==> src/rtl/wptr_ctrl_lvl.sv <==
// Write-domain pointer controller for an async FIFO: binary/Gray write pointer,
// registered full flag, fill level, almost-full, sticky overflow and drop counter.
module wptr_ctrl_lvl #(
  parameter int ADDR_LEN = 8,
  parameter int CNT_W    = 8
) (
  input  logic                wclk,
  input  logic                wrst_n,
  input  logic                wincr_i,
  input  logic [ADDR_LEN:0]   r2wptr_sync_i,
  input  logic [ADDR_LEN:0]   afull_thresh_i,
  input  logic                wovf_clr_i,
  output logic                wen_o,
  output logic [ADDR_LEN-1:0] fifo_waddr_o,
  output logic [ADDR_LEN:0]   wptr_o,
  output logic                wfull_o,
  output logic [ADDR_LEN:0]   wlevel_o,
  output logic                walmost_full_o,
  output logic                woverflow_o,
  output logic [CNT_W-1:0]    wdrop_cnt_o
);

  localparam logic [CNT_W-1:0] CNT_MAX = {CNT_W{1'b1}};

  function automatic logic [ADDR_LEN:0] gray2bin(input logic [ADDR_LEN:0] g);
    logic [ADDR_LEN:0] b;
    b[ADDR_LEN] = g[ADDR_LEN];
    for (int i = ADDR_LEN - 1; i >= 0; i--) begin
      b[i] = b[i+1] ^ g[i];
    end
    return b;
  endfunction

  function automatic logic [CNT_W-1:0] sat_inc(input logic [CNT_W-1:0] c);
    return (c == CNT_MAX) ? c : c + 1'b1;
  endfunction

  logic [ADDR_LEN:0] wbin;
  logic [ADDR_LEN:0] wbin_next;
  logic [ADDR_LEN:0] wgray_next;
  logic [ADDR_LEN:0] rbin;
  logic [ADDR_LEN:0] level_next;
  logic [ADDR_LEN:0] rptr_full_pat;
  logic              drop;

  assign wen_o         = wincr_i & ~wfull_o;
  assign drop          = wincr_i & wfull_o;
  assign wbin_next     = wbin + {{ADDR_LEN{1'b0}}, wen_o};
  assign wgray_next    = (wbin_next >> 1) ^ wbin_next;
  assign rbin          = gray2bin(r2wptr_sync_i);
  assign level_next    = wbin_next - rbin;
  assign fifo_waddr_o  = wbin[ADDR_LEN-1:0];
  // Full when the write pointer is exactly one lap ahead of the read pointer.
  assign rptr_full_pat = {~r2wptr_sync_i[ADDR_LEN:ADDR_LEN-1], r2wptr_sync_i[ADDR_LEN-2:0]};

  always_ff @(posedge wclk) begin
    if (!wrst_n) begin
      wbin           <= '0;
      wptr_o         <= '0;
      wfull_o        <= 1'b0;
      wlevel_o       <= '0;
      walmost_full_o <= 1'b0;
      woverflow_o    <= 1'b0;
      wdrop_cnt_o    <= '0;
    end else begin
      wbin           <= wbin_next;
      wptr_o         <= wgray_next;
      wfull_o        <= (wgray_next == rptr_full_pat);
      wlevel_o       <= level_next;
      walmost_full_o <= (level_next >= afull_thresh_i);
      // A drop wins over a coincident clear so no overflow is ever lost.
      if (drop) begin
        woverflow_o <= 1'b1;
      end else if (wovf_clr_i) begin
        woverflow_o <= 1'b0;
      end
      if (wovf_clr_i) begin
        wdrop_cnt_o <= drop ? {{(CNT_W-1){1'b0}}, 1'b1} : '0;
      end else if (drop) begin
        wdrop_cnt_o <= sat_inc(wdrop_cnt_o);
      end
    end
  end

endmodule

==> config.mk <==
export PLATFORM = sky130hd
export DESIGN_NAME = wptr_ctrl_lvl
export DESIGN_NICKNAME = d
export VERILOG_FILES = /design/src/rtl/wptr_ctrl_lvl.sv
export SDC_FILE = /design/constraint.sdc
export NUM_CORES = 1
export LEC_CHECK = 0
export BUFFER_PORTS_ARGS = -buffer_cell sky130_fd_sc_hd__buf_2
export CAP_MARGIN = 20
export CORE_ASPECT_RATIO = 1.75
export CORE_MARGIN = 5
export CORE_UTILIZATION = 52
export DETAILED_ROUTE_END_ITERATION = 8
export MAX_ROUTING_LAYER = met4
export PLACE_DENSITY = 0.79
export SYNTH_ARGS = -nofsm -noshare
export SYNTH_HDL_FRONTEND = slang
export SYNTH_SLANG_ARGS = --single-unit
==> constraint.sdc <==
create_clock -name wclk -period 4.9 [get_ports wclk]
set_input_delay 0 -clock wclk [delete_from_list [all_inputs] [get_ports wclk]]
set_output_delay 0 -clock wclk [all_outputs]
set_load 0.1 [all_outputs]
==> flow_summary.json <==
{
  "status": "finished clean",
  "setup_viol": 0,
  "final-max-slew-violation-count": 0,
  "cp-start-kind": "register",
  "synth_enable_flop_cells": 0,
  "worstReg2RegStart": "wfull_o$_SDFF_PN0_",
  "slew_headroom_pct": 60.7,
  "period_share_pct": 77.8,
  "crit_start": "wfull_o$_SDFF_PN0_",
  "synthFlopType": "dfxtp_1",
  "power_density_mw_per_mm2": 413,
  "crit_path_end": "walmost_full_o$_SDFF_PN0_",
  "ctsResizeCount": 0,
  "hpwl_um": 3970,
  "synth_top_cell_by_area": "dfxtp_1",
  "cts.sinks": 37,
  "dp_slack_ps": 829,
  "setup_ws_ps": 1090,
  "whs_ps": 41.0,
  "syn_area_sq_mm": 0.00219,
  "skew_ps": 2.33,
  "place_area_sq_mm": 0.00254,
  "fin_tns_setup_ps": 0,
  "clockRootBuffer": "clkbuf_8",
  "cap_violations": 0,
  "synth_cell_type_count": 36,
  "min_period_ps": 3810,
  "ys_ff_latch": 37,
  "clock_path_buffers": 2,
  "place.gp.congestion": 0.923,
  "worstReg2RegEnd": "walmost_full_o$_SDFF_PN0_",
  "synthCells": 238,
  "ys_warn_count": 0,
  "r2r_cells": 16,
  "fmax_ghz": 0.262,
  "worstPathArrival_ps": 3980,
  "crit_fanout": 10,
  "avgViaCountPerCell": 5.05,
  "wire_per_inst_um": 13.9,
  "busiest_layer": "met2",
  "async_flop_share_pct": 0,
  "ant_nets": 0,
  "wl_um": 4910,
  "reg2reg_slack_ps": 1090,
  "worstHoldPathType": "input pin to register",
  "synthTopCellsByArea": "dfxtp_1, ha_1, xor2_1",
  "worst_pin_slew_ps": 588,
  "first_pass_iters": 4,
  "grt_usage_pct": 19.2,
  "grt_use_met2_pct": 36.5,
  "grt_max_degree": 19,
  "htree_levels": 2,
  "vias": 1784,
  "grt_pass1_wl_um": 8120,
  "yosys.area.top_type_share_pct": 33.8,
  "fin_nets": 346,
  "yosysSeqAreaShare_pct": 33.8,
  "power_mw": 1.10,
  "insertion_delay_ps": 280,
  "start_util_pct": 53.2,
  "io_pins": 60,
  "die-area_sq_mm": 0.00566,
  "antenna_found_initial": 0,
  "crit_required_ps": 5070,
  "design_area_sq_mm": 0.00267,
  "met1_usage_pct": 18.5,
  "design.core.area_sq_mm": 0.00411,
  "dp_cells": 344,
  "gr-usage-met3_pct": 2.15,
  "stdcell_count": 353,
  "diodes": 0,
  "fin_util_pct": 64.9,
  "drt_iter0_markers": 77,
  "post_cts_buffers": 0,
  "syn_to_final_growth_pct": 22.0,
  "drive_gt1_share_pct": 26.0,
  "fillers": 356,
  "path_class": "register to register",
  "ir_drop_uv": 291,
  "die_x_um": 59.0,
  "synth.avg_cell_area_sq_um": 9.19,
  "cts_buffers": 5,
  "die_y_um": 95.8,
  "clkSlewWorstSetupHoldPaths_ps": 70,
  "cts_tree": "yes",
  "grt_pass1_vias": 1793,
  "row_count": 31,
  "io_buffer_count": 59,
  "drc": 0,
  "hold_violations": 0,
  "cp-end-kind": "register",
  "rsz0062_at_grt": "no",
  "syn-num-nets": 281,
  "p_leak_nw": 1.37,
  "grt-ovfl-total": 0
}
-- cell usage in the layout (no fill, tap or decap), types with 2 or more instances in the layout --
master / n
o21ai_0: 8
xnor2_2: 2
xor2_1: 19
nand2_1: 11
clkbuf_8: 6
a31oi_1: 4
mux2i_1: 4
buf_2: 59
o21a_1: 2
ha_1: 20
a21o_1: 3
and2_1: 13
inv_1: 17
nand4_1: 3
or3_1: 3
nor2_1: 29
nand3_1: 6
nor3_1: 2
a21oi_1: 7
nand2b_1: 6
a211oi_1: 3
xor2_2: 5
dfxtp_1: 37
and3_1: 3
xnor2_1: 16
-- critical path: stages, from the launching register on --
cell	delay, ps
dfxtp_1	330
nor2b_2	130
ha_1	220
ha_1	290
xor2_1	510
ha_1	380
o21a_1	130
o21ai_0	220
a21oi_1	110
or3_1	330
and2_1	170
ha_1	280
a211oi_1	240
nor2_1	60
nor2_1	90
o31a_1	120
o21ai_0	80
-- power breakdown --
group          internal (mW)  total [mW]  switching (mW)
Combinational          0.145       0.495           0.350
Clock                  0.165       0.273           0.107
Sequential             0.327       0.335         0.00770
Total                  0.638        1.10           0.465
-- state kept, by name, indices dropped and copies added (netlist names) --
signal	flops
wdrop_cnt_o	8
wlevel_o	9
walmost_full_o	1
wbin	8
wptr_o	9
wfull_o	1
woverflow_o	1
-- synthesized netlist by cell type (2+ instances only) --
cell and count:
dfxtp_1 37, nor2_1 29, ha_1 20, xor2_1 19
inv_1 17, xnor2_1 16, and2_1 13, nand2_1 11
o21ai_0 8, a21oi_1 7, nand2b_1 6, nand3_1 6
xor2_2 5, a31oi_1 4, mux2i_1 4, a211oi_1 3
a21o_1 3, and3_1 3, nand4_1 3, or3_1 3
clkbuf_1 2, nor2b_1 2, nor3_1 2, o21a_1 2
xnor2_2 2
-- cells by family (layout without fill, tap and decap cells) --
family / count (synthesis) / after routing / synth area share, %
compound gates: 30 / 30 / 8.58
xor+xnor: 43 / 43 / 20.2
fa+ha+maj: 21 / 21 / 12.3
buf+inv: 20 / 86 / 3.43
flops: 37 / 37 / 33.8
mux: 4 / 4 / 1.83
simple gates: 83 / 83 / 19.7
-- routing by layer --
layer | share of wire, % | routed length, um
met2 | 57 | 2790
met4 | 2.8 | 138
met3 | 4.8 | 235
met5 | 0 | 0
met1 | 36 | 1750
-- how the worst min path moves through the flow --
stage | from | end | cells after the start
after floorplan | wovf_clr_i | wdrop_cnt_o[0]$_SDFFE_PN0P_ | 1
after global placement | wovf_clr_i | wdrop_cnt_o[0]$_SDFFE_PN0P_ | 2
after detailed placement | wovf_clr_i | wdrop_cnt_o[0]$_SDFFE_PN0P_ | 2
after CTS | wincr_i | woverflow_o$_SDFFE_PN0P_ | 3
after global routing | wincr_i | woverflow_o$_SDFFE_PN0P_ | 3
final | wincr_i | woverflow_o$_SDFFE_PN0P_ | 3
-- area by class of cell --
type	count	area (sq um)	area share, %
repair buffers	60	305	11.4
clock inverters	2	37.5	1.41
clock buffers	6	82.6	3.09
inverters	18	67.6	2.53
well taps	49	61.3	2.30
flip-flops and latches	37	741	27.7
multi-input cells	181	1380	51.5
-- timing repair --
action,CTS,global route
endpoints found under the hold margin,1,0
hold buffers,1,0
endpoints found under the setup margin,0,0
No activity file was read; power rests on OpenSTA's default activity.
